--- config.mk ---
export PLATFORM = sky130hd
export DESIGN_NAME = rsp_xreturn_flat
export DESIGN_NICKNAME = d
export VERILOG_FILES = /design/src/rtl/xswitch_pkg.sv /design/src/rtl/rsp_xreturn_if.sv /design/src/rtl/rsp_owner_fifo.sv /design/src/rtl/rsp_xreturn.sv /design/src/flat_wrapper.sv
export SDC_FILE = /design/constraint.sdc
export NUM_CORES = 1
export LEC_CHECK = 0
export CORE_MARGIN = 1
export CORE_UTILIZATION = 40
export CTS_BUF_LIST = sky130_fd_sc_hd__clkbuf_4 sky130_fd_sc_hd__clkbuf_8
export DETAILED_ROUTE_END_ITERATION = 10
export PLACE_DENSITY = 0.57
export SLEW_MARGIN = 0
export SYNTH_ARGS = -nofsm -noshare
export SYNTH_HDL_FRONTEND = slang
export SYNTH_HIERARCHICAL = 1
export SYNTH_SLANG_ARGS = --single-unit
--- constraint.sdc ---
create_clock -name clk -period 11 [get_ports clk]
set_input_delay 2.2 -clock clk [delete_from_list [all_inputs] [get_ports clk]]
set_output_delay 2.2 -clock clk [all_outputs]
set_load 0.005 [all_outputs]
--- src/rtl/xswitch_pkg.sv ---
// xswitch_pkg: crossbar-wide default sizes, owner ID type and the round-robin index helper.
package xswitch_pkg;
  localparam int N_INI = 3;
  localparam int N_TGT = 5;
  localparam int MAX_OUT = 4;
  typedef logic [$clog2(N_INI)-1:0] ini_id_t;
  function automatic int rr_idx(int base, int step, int n);
    return base + step >= n ? base + step - n : base + step;
  endfunction
endpackage

--- src/rtl/rsp_xreturn_if.sv ---
// rsp_xreturn_if: grant capture, target response handshake and initiator response steering bundle.
interface rsp_xreturn_if #(
  parameter int N_INI = xswitch_pkg::N_INI,
  parameter int N_TGT = xswitch_pkg::N_TGT
);
  import xswitch_pkg::*;
  logic [N_INI-1:0][N_TGT-1:0] I_vreq;
  logic [N_TGT-1:0] T_ord_full;
  logic [N_TGT-1:0] T_rsp_vld;
  logic [N_TGT-1:0] T_rsp_last;
  logic [N_TGT-1:0] T_rsp_rdy;
  logic [N_INI-1:0] I_rsp_vld;
  logic [N_INI-1:0][N_TGT-1:0] I_rsp_sel;
  logic [N_INI-1:0] I_rsp_rdy;
  modport master (
    output I_vreq, T_rsp_vld, T_rsp_last, I_rsp_rdy,
    input  T_ord_full, T_rsp_rdy, I_rsp_vld, I_rsp_sel
  );
  modport slave (
    input  I_vreq, T_rsp_vld, T_rsp_last, I_rsp_rdy,
    output T_ord_full, T_rsp_rdy, I_rsp_vld, I_rsp_sel
  );
endinterface

--- src/rtl/rsp_owner_fifo.sv ---
// rsp_owner_fifo: in-order queue of owner IDs for one target; pushes into a full queue are dropped.
module rsp_owner_fifo #(
  parameter int DEPTH = 4,
  parameter int WIDTH = 2
) (
  input  logic             clk,
  input  logic             rstn,
  input  logic             push,
  input  logic [WIDTH-1:0] push_data,
  input  logic             pop,
  output logic [WIDTH-1:0] head,
  output logic             empty,
  output logic             full
);
  import xswitch_pkg::*;
  localparam int AW = $clog2(DEPTH);
  localparam int CW = $clog2(DEPTH + 1);
  logic [WIDTH-1:0] mem [DEPTH];
  logic [AW-1:0] rd_ptr, wr_ptr;
  logic [CW-1:0] count;
  logic do_push, do_pop;
  assign empty = count == '0;
  assign full = count == CW'(DEPTH);
  assign do_push = push & ~full;
  assign do_pop = pop & ~empty;
  assign head = mem[rd_ptr];
  always_ff @(posedge clk or negedge rstn)
    if (!rstn) begin
      rd_ptr <= '0;
      wr_ptr <= '0;
      count <= '0;
    end else begin
      if (do_push) wr_ptr <= wr_ptr == AW'(DEPTH - 1) ? '0 : wr_ptr + AW'(1);
      if (do_pop) rd_ptr <= rd_ptr == AW'(DEPTH - 1) ? '0 : rd_ptr + AW'(1);
      count <= count + CW'(do_push) - CW'(do_pop);
    end
  always_ff @(posedge clk)
    if (do_push) mem[wr_ptr] <= push_data;
endmodule

--- src/rtl/rsp_xreturn.sv ---
// rsp_xreturn: steers each target's response burst back to the initiator that owns it,
// with a per-initiator round-robin over targets and a lock held until the last beat.
module rsp_xreturn #(
  parameter int N_INI = xswitch_pkg::N_INI,
  parameter int N_TGT = xswitch_pkg::N_TGT,
  parameter int MAX_OUT = xswitch_pkg::MAX_OUT
) (
  input logic clk,
  input logic rstn,
  rsp_xreturn_if.slave bus
);
  import xswitch_pkg::*;
  localparam int IW = N_INI > 1 ? $clog2(N_INI) : 1;
  localparam int TW = N_TGT > 1 ? $clog2(N_TGT) : 1;
  logic [N_TGT-1:0] push, pop, empty, full;
  logic [N_TGT-1:0][IW-1:0] push_id, head;
  logic [N_INI-1:0][N_TGT-1:0] sel;
  always_comb begin
    push = '0;
    push_id = '0;
    for (int t = 0; t < N_TGT; t++)
      for (int i = 0; i < N_INI; i++)
        if (bus.I_vreq[i][t]) begin
          push[t] = 1'b1;
          push_id[t] = push_id[t] | IW'(i);
        end
  end
  always_comb begin
    bus.T_rsp_rdy = '0;
    bus.I_rsp_vld = '0;
    for (int i = 0; i < N_INI; i++) begin
      bus.I_rsp_vld[i] = |sel[i];
      for (int t = 0; t < N_TGT; t++)
        bus.T_rsp_rdy[t] = bus.T_rsp_rdy[t] | (sel[i][t] & bus.I_rsp_rdy[i]);
    end
  end
  assign pop = bus.T_rsp_rdy & bus.T_rsp_last;
  assign bus.T_ord_full = full;
  assign bus.I_rsp_sel = sel;
  for (genvar t = 0; t < N_TGT; t++) begin : g_tgt
    logic [N_INI-1:0] col;
    always_comb begin
      col = '0;
      for (int i = 0; i < N_INI; i++) col[i] = bus.I_vreq[i][t];
    end
    rsp_owner_fifo #(.DEPTH(MAX_OUT), .WIDTH(IW)) u_fifo (
      .clk(clk),
      .rstn(rstn),
      .push(push[t]),
      .push_data(push_id[t]),
      .pop(pop[t]),
      .head(head[t]),
      .empty(empty[t]),
      .full(full[t])
    );
    a_col_onehot: assert property (@(posedge clk) disable iff (!rstn) $onehot0(col));
    a_no_orphan: assert property (@(posedge clk) disable iff (!rstn) !(bus.T_rsp_vld[t] && empty[t]));
    a_no_overflow: assert property (@(posedge clk) disable iff (!rstn) !(push[t] && full[t]));
  end
  for (genvar i = 0; i < N_INI; i++) begin : g_ini
    logic [N_TGT-1:0] cand, pick;
    logic [TW-1:0] ptr, lock_tgt, tgt;
    logic lock_vld, found, fire;
    always_comb begin
      cand = '0;
      for (int t = 0; t < N_TGT; t++)
        cand[t] = bus.T_rsp_vld[t] & ~empty[t] & (head[t] == IW'(i));
      found = 1'b0;
      tgt = '0;
      // scanning downward lets the nearest candidate after ptr win
      for (int k = N_TGT; k >= 1; k--)
        if (cand[rr_idx(int'(ptr), k, N_TGT)]) begin
          found = 1'b1;
          tgt = TW'(rr_idx(int'(ptr), k, N_TGT));
        end
      found = lock_vld ? cand[lock_tgt] : found;
      tgt = lock_vld ? lock_tgt : tgt;
      pick = '0;
      pick[tgt] = found;
    end
    assign sel[i] = pick;
    assign fire = found & bus.I_rsp_rdy[i];
    always_ff @(posedge clk or negedge rstn)
      if (!rstn) begin
        lock_vld <= 1'b0;
        lock_tgt <= '0;
        ptr <= TW'(N_TGT - 1);
      end else if (fire) begin
        lock_vld <= ~bus.T_rsp_last[tgt];
        lock_tgt <= tgt;
        if (!lock_vld) ptr <= tgt;
      end
    a_row_onehot: assert property (@(posedge clk) disable iff (!rstn) $onehot0(bus.I_vreq[i]));
  end
endmodule

--- src/flat_wrapper.sv ---
// flat-port wrapper written by rule: the top's interface ports become plain ports
module rsp_xreturn_flat import xswitch_pkg::*;
#(
  parameter int N_INI = xswitch_pkg::N_INI,
  parameter int N_TGT = xswitch_pkg::N_TGT,
  parameter int MAX_OUT = xswitch_pkg::MAX_OUT
)
  (clk, rstn, bus_I_vreq, bus_T_rsp_vld, bus_T_rsp_last, bus_I_rsp_rdy, bus_T_ord_full, bus_T_rsp_rdy, bus_I_rsp_vld, bus_I_rsp_sel);
  rsp_xreturn_if #(.N_INI(N_INI), .N_TGT(N_TGT)) bus_i ();
  input logic clk;
  input logic rstn;
  input wire logic [$bits(bus_i.I_vreq)-1:0] bus_I_vreq;
  input wire logic [$bits(bus_i.T_rsp_vld)-1:0] bus_T_rsp_vld;
  input wire logic [$bits(bus_i.T_rsp_last)-1:0] bus_T_rsp_last;
  input wire logic [$bits(bus_i.I_rsp_rdy)-1:0] bus_I_rsp_rdy;
  output wire logic [$bits(bus_i.T_ord_full)-1:0] bus_T_ord_full;
  output wire logic [$bits(bus_i.T_rsp_rdy)-1:0] bus_T_rsp_rdy;
  output wire logic [$bits(bus_i.I_rsp_vld)-1:0] bus_I_rsp_vld;
  output wire logic [$bits(bus_i.I_rsp_sel)-1:0] bus_I_rsp_sel;
  assign bus_i.I_vreq = bus_I_vreq;
  assign bus_i.T_rsp_vld = bus_T_rsp_vld;
  assign bus_i.T_rsp_last = bus_T_rsp_last;
  assign bus_i.I_rsp_rdy = bus_I_rsp_rdy;
  assign bus_T_ord_full = bus_i.T_ord_full;
  assign bus_T_rsp_rdy = bus_i.T_rsp_rdy;
  assign bus_I_rsp_vld = bus_i.I_rsp_vld;
  assign bus_I_rsp_sel = bus_i.I_rsp_sel;
  rsp_xreturn #(.N_INI(N_INI), .N_TGT(N_TGT), .MAX_OUT(MAX_OUT)) u_core (.clk(clk), .rstn(rstn), .bus(bus_i));
endmodule
# After elaboration in Yosys (flattened, before gate mapping)
# Memories as Yosys holds them, arrays and structs flattened.
# Cells that the tools add are included.
dict set report totals {
  reg_bits 56
  ramBits 40
  wordCells 399
  memories 5
}
# name words width rd rd_ports_with_merged_regs wr line
set mem_list {}
lappend mem_list {{u_core.g_tgt[0].u_fifo.mem} 4 2 1 0 1 rsp_owner_fifo.sv:18} ;# logic [WIDTH-1:0] mem [DEPTH];
lappend mem_list {{u_core.g_tgt[1].u_fifo.mem} 4 2 1 0 1 rsp_owner_fifo.sv:18}
lappend mem_list {{u_core.g_tgt[2].u_fifo.mem} 4 2 1 0 1 rsp_owner_fifo.sv:18}
lappend mem_list {{u_core.g_tgt[3].u_fifo.mem} 4 2 1 0 1 rsp_owner_fifo.sv:18}
lappend mem_list {{u_core.g_tgt[4].u_fifo.mem} 4 2 1 0 1 rsp_owner_fifo.sv:18}
dict set report op_classes {
  addsub 50
  magnitude_cmp 39
  n_eq_ne 25
  mux 159
  n_bitwise 78
  reduce_logical 19
}
# op n
set ops {}
lappend ops {{32-bit by 4-bit >= comparator with 1-bit output (second input constant)} 15}
lappend ops {{32-bit by 5-bit less-than comparator with 1-bit output (second input constant)} 15}
lappend ops {{32-bit 2-to-1 mux} 15}
lappend ops {{32-bit by 4-bit subtractor with 32-bit output (second input constant)} 15}
lappend ops {{1-bit 2-to-1 mux} 87}
lappend ops {{1-bit binary-select mux with 3-bit select} 21}
lappend ops {{3-bit 2-to-1 mux} 18}
lappend ops {{1-bit bitwise AND} 48}
lappend ops {{2-bit == test (second input constant)} 15}
lappend ops {{2-bit 2-to-1 mux} 15}
lappend ops {{3-bit by 2-bit adder with 4-bit output (second input constant)} 6}
lappend ops {{3-bit by 3-bit adder with 4-bit output (second input constant)} 6}
lappend ops {{3-bit by 4-bit less-than comparator with 1-bit output (second input constant)} 6}
lappend ops {{2-bit by 1-bit adder with 2-bit output (second input constant)} 10}
lappend ops {{5-bit bitwise AND} 4}
lappend ops {{1-bit NOT} 16}
lappend ops {{3-bit by 1-bit adder with 3-bit output} 5}
lappend ops {{3-bit == test (second input constant)} 5}
lappend ops {{3-bit zero test} 5}
lappend ops {{5-bit OR reduction} 3}
lappend ops {{3-bit by 1-bit subtractor with 3-bit output} 5}
lappend ops {{3-bit by 1-bit adder with 4-bit output (second input constant)} 3}
lappend ops {{2-bit by 1-bit == test with 1-bit output (second input constant)} 5}
lappend ops {{2-bit zero test} 5}
lappend ops {{other kinds (5)} 22}

# Depth between registers and ports, before layout
# Gate-level depths: netlist of the first run.
dict set report depth {
  ltp_word 24
  ltp_mapped 25
  mapped_depth_nobuf 23
}

# Cells and area by module
# The synthesis of the first run kept the hierarchy.
# mod n_inst cells_each area_each_um2 seq_area_each_um2
set by_module_without_submodules {}
lappend by_module_without_submodules {rsp_xreturn 1 698 5361.4 529.3}
lappend by_module_without_submodules {rsp_owner_fifo 5 49 738.2 415.4}

# Least setup slack after synthesis of the first run
# Ideal clock, no wire load.
dict set report synth_path {
  path_kind {input to output}
  startpoint {in bus_T_rsp_vld[4]}
  endpoint {out bus_T_rsp_rdy[4]}
  arrival_time_ps 4569
  required_time_ps 8800
  path_slack_ps 4231
  path_stages 9
  path_cell_list {or4b_4 nor4_2 o21ai_0 nor4b_1 o21ba_1 a2111o_1 o221a_4 or4_4 nand3_1}
}
dict set report synth_via {
  elab_chain_len 19
  elab_cells_between_ends 114
}
# item line
set synth_lines {}
lappend synth_lines {{start: declaration} flat_wrapper.sv:13} ;# input wire logic [$bits(bus_i.T_rsp_vld)-1:0] bus_T_rsp_vld;
lappend synth_lines {{1-bit bitwise AND (*)} rsp_xreturn.sv:67} ;# cand[t] = bus.T_rsp_vld[t] & ~empty[t] & (head[t] == IW'(i));
lappend synth_lines {{1-bit bitwise AND} rsp_xreturn.sv:67}
lappend synth_lines {{1-bit binary-select mux with 3-bit select} rsp_xreturn.sv:72} ;# if (cand[rr_idx(int'(ptr), k, N_TGT)]) begin
lappend synth_lines {{1-bit 2-to-1 mux (not written as such) (2 in series)} rsp_xreturn.sv:72}
lappend synth_lines {{3-bit 2-to-1 mux (5 in series)} rsp_xreturn.sv:72}
lappend synth_lines {{3-bit 2-to-1 mux} rsp_xreturn.sv:77} ;# tgt = lock_vld ? lock_tgt : tgt;
lappend synth_lines {{3-bit by 4-bit less-than comparator with 1-bit output (not written as such) or 3-bit by 1-bit >= comparator with 1-bit output (tied branches)} rsp_xreturn.sv:79} ;# pick[tgt] = found;
lappend synth_lines {{1-bit logical AND (not written as such)} rsp_xreturn.sv:79}
lappend synth_lines {{1-bit 2-to-1 mux (not written as such)} rsp_xreturn.sv:79}
lappend synth_lines {{1-bit demux with 3-bit select} --}
lappend synth_lines {{5-bit bitwise AND (no line)} --}
lappend synth_lines {{1-bit bitwise AND} rsp_xreturn.sv:34} ;# bus.T_rsp_rdy[t] = bus.T_rsp_rdy[t] | (sel[i][t] & bus.I_rsp_rdy[i]);
lappend synth_lines {{1-bit bitwise OR} rsp_xreturn.sv:34}
lappend synth_lines {{1-bit bitwise OR (*)} rsp_xreturn.sv:34}
lappend synth_lines {{end: declaration} flat_wrapper.sv:17} ;# output wire logic [$bits(bus_i.T_rsp_rdy)-1:0] bus_T_rsp_rdy;
# Mark *: on every way between the ends. The rest lies on a longest branch, timed or not. The select of a mux whose other input is x is not followed.

# Worst setup path in the final report of the first run
dict set report layout_path {
  startpoint {in bus_T_rsp_vld[1]}
  endpoint {out bus_T_rsp_rdy[4]}
}
# The elaborated chain is that of the path after synthesis.

==> run_results.csv, run 1 <==
group,metric,value,unit
run_status,outcome,"finished with violations",
run_status,violations,"DRC",
yosys,ys_seq_elements,96,
place,hpwl,18150,um
yosys,ys.flop_type,"dfrtp_1",
timing,slew_headroom,0.1488,
cts,cts_tree,"built",
global_routing,grt_max_degree,57,
run,maxCapViolations,0,
route,drc_errors,2,
final_layout,drive_above_1_share,0.1180,
setup_path,critPathRequiredTime,8800,ps
setup_path,path_class,"input port to output port",
setup_path,cp_max_fo,10,
final_layout,final_nets,1103,
timing,clock_skew,16.12,ps
final_layout,insertedDiodeCount,0,
yosys,async_flop_share,0.5833,
floorplan,rows,54,
global_routing,grt_overflow,0,
final_layout,final_cells,1280,
yosys,synth_cell_types,102,
cts,cts_buffers,9,
global_routing,grt_first_pass_wirelength,37990,um
timing,fmax,117.1,MHz
setup_path,cp_slowest_stage_delay,1030,ps
floorplan,core_area,0.02203,mm2
yosys,synth_edf_count,40,
timing,fin_tns_setup,0,ps
global_routing,grt_pass1_vias,7269,
yosys,ys_seq_area_frac,0.2879,
timing,setup_viol,0,
worst_hold_path,worstHoldPathType,"register to register",
yosys,synthCells,943,
setup_path,cp-end-kind,"output port",
global_routing,grt_usage,0.2049,
cts,clk_pin_slew,100,ps
setup_path,start_kind,"input port",
timing,fin_crit_sh,0.7765,
yosys,syn_area,0.009052,mm2
floorplan,die_area,0.02324,mm2
route,routed-via-count,7501,
floorplan,die_w,152.4,um
route,wl_per_cell,18.30,um
timing,rsz0062_at_grt,"no",
cts,cts.sinks,96,
route,drt-initial-drc-count,538,
timing,tightestPinTransition,1259,ps
timing,maxSlewViolCount,0,
final_layout,area.growth.synth_to_final,11.76,%
cts,clockBufferDepth,2,
setup_path,worstPathArrival,6340,ps
cts,clockRootBuffer,"clkbuf_8",
place,finalWeightedCongestion,0.9232,
floorplan,die_h,152.4,um
setup_path,path_cells,"clkdlybuf4s50_1 -> nor4b_1 -> a31oi_1 -> a32oi_1 -> nand2_1 -> mux2_2 -> o41a_1 -> or4_4 -> nand3_1 -> clkdlybuf4s50_1",
timing,whs,503.6,ps
yosys,post_synth.cell_area_avg,9.600,um2
route,wl,23420,um
cts,worst_skew_pair.late_latency,390,ps
setup_path,slowest_stage,"nor4b_1",
cts,hold_buffers,0,
timing,min_period,8542,ps
floorplan,io_pins,58,
global_routing,antenna_found_initial,1,
cts,htreeDepth,3,
route,routed_via_density,5.860,
floorplan,start_util,0.4110,
setup_path,cp_common_cell,"clkdlybuf4s50_1",
cts,postCtsSetupRepairBufs,0,
place,placed_cells,1264,
route,drtAntennaViolNets,0,
timing,hold_viol_final,0,
route,first_pass_iters,8,
yosys,syn_nets,1051,
place,port_buffers,57,
cts,cts-resized-gates,0,
yosys,yosysWarnings,6,
[routing by layer]
metal | global-route usage | wire length, um | up-vias
met3 | 0.04323 | 1438 | 31
met5 | 0 | 11 | -
li1 | - | - | 3646
met2 | 0.3224 | 10440 | 215
met4 | 0.06542 | 487 | 2
met1 | 0.2810 | 11050 | 3607
[critical path: cells and delay by family]
kind | cells | cell delay (ps)
AOI/OAI and AO/OA | 3 | 920
muxes | 1 | 290
and+or+nand+nor | 4 | 1870
buffers and inverters | 2 | 1070
[layout make-up]
class	instances	area, um2
inverter	61	231.5
fill	2167	11910
timing repair buffer	66	633.1
sequential	96	2606
clock inverter	7	73.82
multi-input combinational	761	6098
clock buffer	9	123.9
tap	280	350.3
[cells by family after synthesis]
family                   share of synthesized area
multiplexers                               0.09302
AND/OR/NAND/NOR                             0.2405
buffers and inverters                      0.03842
adder cells (fa/ha/maj)                     0.1144
XOR/XNOR                                   0.03082
AO/OA/AOI/OAI                               0.1949
flip-flops                                  0.2879
[cell usage after synthesis (11+ instances only)]
cell type | number | area share
dfrtp_1 | 53 | 0.15
nor3_1 | 26 | 0.014
inv_1 | 58 | 0.024
nand2_1 | 54 | 0.022
or3_1 | 11 | 0.0076
mux4_2 | 13 | 0.032
mux2_2 | 14 | 0.017
a21o_1 | 13 | 0.011
ha_1 | 70 | 0.097
o21a_1 | 14 | 0.012
nand2b_1 | 25 | 0.017
mux2i_1 | 29 | 0.032
o211ai_1 | 11 | 0.0091
and2_1 | 35 | 0.024
nand3_1 | 20 | 0.011
a211oi_1 | 11 | 0.0091
o22ai_1 | 17 | 0.012
edfxtp_1 | 40 | 0.13
a21oi_1 | 38 | 0.021
xnor2_1 | 26 | 0.025
nor2b_1 | 14 | 0.0097
clkbuf_1 | 11 | 0.0046
a31oi_1 | 16 | 0.011
nor2_1 | 65 | 0.027
o21ai_0 | 32 | 0.018
[stage by stage]
stage               cell area (um2)  utilization  setup slack (ps)
floorplan                      9052            -              4231
global placement               9920       0.4504              2602
detailed placement             9920       0.4504              2513
CTS                           10120       0.4593              2500
global route                  10120       0.4593              2223
finish                        10120       0.4593              2458
[final timing paths]
kind                                                       from                              end  slack (ps)  cells past startpoint
worst max-delay path                           bus_T_rsp_vld[1]                 bus_T_rsp_rdy[4]        2460                     10
worst min-delay path            u_core/g_tgt[4].u_fifo/count[2]  u_core/g_tgt[4].u_fifo/count[2]         500                      1
worst max register to register           u_core/g_ini[1].ptr[0]  u_core/g_tgt[4].u_fifo/count[2]        4910                     21
worst min register to register  u_core/g_tgt[4].u_fifo/count[2]  u_core/g_tgt[4].u_fifo/count[2]         500                      1
max in group asynchronous                                  rstn      u_core/g_ini[2].lock_tgt[0]        8500                      2
min in group asynchronous                                  rstn  u_core/g_tgt[1].u_fifo/count[2]        1970                      2
[flip-flops by register name, summed over array words and instances (netlist names)]
register,flops
u_core/g_ini.lock_vld,3
u_core/g_tgt.u_fifo/wr_ptr,10
u_core/g_tgt.u_fifo/rd_ptr,10
u_core/g_ini.ptr,9
u_core/g_tgt.u_fifo/count,15
u_core/g_ini.lock_tgt,9
u_core/g_tgt.u_fifo/mem,40
[cell usage in the layout (no fill, tap or decap), types with 8 or more instances in the layout]
master / instances
inv_1: 58
nand4_1: 8
and2_1: 35
xnor2_1: 26
dfrtp_1: 53
nor2b_1: 14
a211o_1: 8
mux4_2: 13
o21a_1: 14
mux2_2: 14
nor2_1: 65
clkdlybuf4s50_1: 56
o21ai_0: 32
nor4bb_1: 9
nand3_1: 20
a211oi_1: 11
nand2b_1: 25
mux2i_1: 29
ha_1: 70
nand4bb_1: 8
buf_4: 9
nor4b_1: 8
edfxtp_1: 40
o22ai_1: 17
fa_1: 8
a21oi_1: 38
nand2_1: 54
or3_1: 11
clkbuf_8: 9
a31oi_1: 16
nor3_1: 26
a21o_1: 13
o211ai_1: 11
Power of run 1 is not shown: default switching activity piles up to over one toggle a cycle in this logic, so the estimate is an artifact.
==> run 2, diff against run 1 <==
==> constraint.sdc (replaced) <==
create_clock -name clk -period 8.8 [get_ports clk]
set_input_delay 1.76 -clock clk [delete_from_list [all_inputs] [get_ports clk]]
set_output_delay 1.76 -clock clk [all_outputs]
set_load 0.005 [all_outputs]
==> run 2 against run 1 <==
Effect of this change:
- the flow still finishes with violations (DRC)
- routed wire length is 0.74% higher
- clock skew is 3.7 ps lower
- sequential share of layout area is 0.076 points lower
- register-to-register slack worse by 2100 ps
- hold slack better by 2.1 ps
- count of clock-buffer cells in the layout stayed put
- via count is 0.57% lower
- non-clock buffer count is 4 higher
- final cell count is 0.31% higher
- first-iteration DRC count is 15% lower
- highest routed layer unchanged
==> run_results.csv, run 2 (synthesized netlist as in run 1, its figures left out) <==
group,metric,value,unit
run_status,outcome,"finished with violations",
run_status,violations,"DRC",
floorplan,die_w,152.4,um
final_layout,final_nets,1107,
cts,clockRootBuffer,"clkbuf_8",
floorplan,start_util,0.4110,
cts,postCtsSetupRepairBufs,0,
floorplan,core_area,0.02203,mm2
floorplan,io_pins,58,
route,routed-via-count,7458,
cts,clk_pin_slew,110,ps
route,routed_via_density,5.808,
final_layout,mostFrequentLayoutCells,"ha_1, nor2_1, inv_1, clkdlybuf4s50_1, nand2_1",
timing,fmax,132.7,MHz
setup_path,critPathRequiredTime,7040,ps
final_layout,area.growth.synth_to_final,12.09,%
setup_path,cp-end-kind,"output port",
floorplan,die_h,152.4,um
timing,fin_tns_setup,0,ps
cts,cts_tree,"built",
timing,hold_viol_final,0,
cts,htreeDepth,3,
final_layout,fin_util,0.4607,
cts,cts-resized-gates,0,
setup_path,worstPathArrival,5770,ps
timing,slew_headroom,0.2094,
timing,rsz0062_at_grt,"no",
final_layout,largest_register_ffs,40,
timing,setup_viol,0,
place,hpwl,18330,um
timing,maxSlewViolCount,0,
run,maxCapViolations,0,
global_routing,grt_pass1_vias,7228,
setup_path,path_class,"input port to output port",
timing,fin_crit_sh,0.8561,
timing,clock_skew,12.41,ps
final_layout,drive_above_1_share,0.1215,
global_routing,grt_overflow,0,
cts,cts_buffers,9,
final_layout,final_common_cell,"ha_1",
final_layout,top_regs,"u_core/g_tgt.u_fifo/mem: 40 flops, u_core/g_tgt.u_fifo/count: 15 flops",
route,drtAntennaViolNets,0,
setup_path,start_kind,"input port",
setup_path,cp_max_fo,10,
setup_path,slowest_stage,"nor4b_1",
route,first_pass_iters,8,
setup_path,cp_common_cell,"clkdlybuf4s50_1",
floorplan,rows,54,
cts,clockBufferDepth,2,
cts,worst_skew_pair.late_latency,380,ps
global_routing,grt_first_pass_wirelength,38760,um
route,drc_errors,2,
timing,tightestPinTransition,1169,ps
place,finalWeightedCongestion,1.010,
route,wl_per_cell,18.37,um
worst_hold_path,worstHoldPathType,"register to register",
global_routing,antenna_found_initial,1,
route,drt-initial-drc-count,458,
global_routing,grt_max_degree,57,
global_routing,grt_usage,0.2087,
timing,min_period,7533,ps
cts,hold_buffers,0,
final_layout,insertedDiodeCount,0,
floorplan,die_area,0.02324,mm2
route,wl,23590,um
setup_path,path_cells,"clkdlybuf4s50_1 -> nor4b_1 -> mux2i_1 -> o22ai_1 -> or2_2 -> a211oi_1 -> o41a_1 -> or4_4 -> nand3_1 -> clkdlybuf4s50_1",
cts,cts.sinks,96,
final_layout,largest_register,"u_core/g_tgt.u_fifo/mem",
place,port_buffers,57,
setup_path,cp_slowest_stage_delay,960,ps
[run 2: changes by cell type in the layout (fill, tap and decap cells not counted), sizes merged]
cell / delta
buf: +4
[run 2: layout make-up]
type | instances | area, um2
Clock buffer | 9 | 123.9
Clock inverter | 7 | 73.82
Fill cell | 2145 | 11880
Inverter | 61 | 231.5
Multi-Input combinational cell | 761 | 6098
Sequential cell | 96 | 2606
Tap cell | 280 | 350.3
Timing Repair Buffer | 70 | 663.1
[run 2: metrics by stage]
step                      hold slack [ps]  cells  area (um2)  setup WS [ps]
final                               505.7   1284       10150           1267
after global routing                545.9   1284       10150           1062
after CTS                           513.1   1284       10150           1345
after detailed placement            491.4   1268        9950           1372
after global placement              487.8   1268        9950           1410
after floorplan                     468.6    943        9052           2911
[run 2: routing by layer]
layer	vias to the layer above	GRT usage	share of wire
met5	-	0	0.00051
met4	2	0.05820	0.017
li1	3643	-	-
met2	186	0.3340	0.46
met1	3597	0.2827	0.46
met3	30	0.04721	0.061
[run 2: worst max-delay path: cells and delay by family]
kind,cells,cell delay [ps]
compound gates,3,860
buf+inv,2,1070
mux,1,230
simple gates,4,1840
[run 2: path summary, 6_finish.rpt]
check | startpoint | end | slack (ps) | cells after the start
setup / recovery | bus_T_rsp_vld[3] | bus_T_rsp_rdy[4] | 1270 | 10
hold / removal | u_core/g_tgt[3].u_fifo/count[2] | u_core/g_tgt[3].u_fifo/count[2] | 510 | 1
setup reg to reg | u_core/g_ini[1].ptr[0] | u_core/g_tgt[2].u_fifo/count[2] | 2820 | 21
hold reg to reg | u_core/g_tgt[3].u_fifo/count[2] | u_core/g_tgt[3].u_fifo/count[2] | 510 | 1
max in group asynchronous | rstn | u_core/g_ini[2].lock_tgt[0] | 6740 | 2
min in group asynchronous | rstn | u_core/g_tgt[0].u_fifo/wr_ptr[0] | 1520 | 2
Power of run 2 is left out for the same reason.
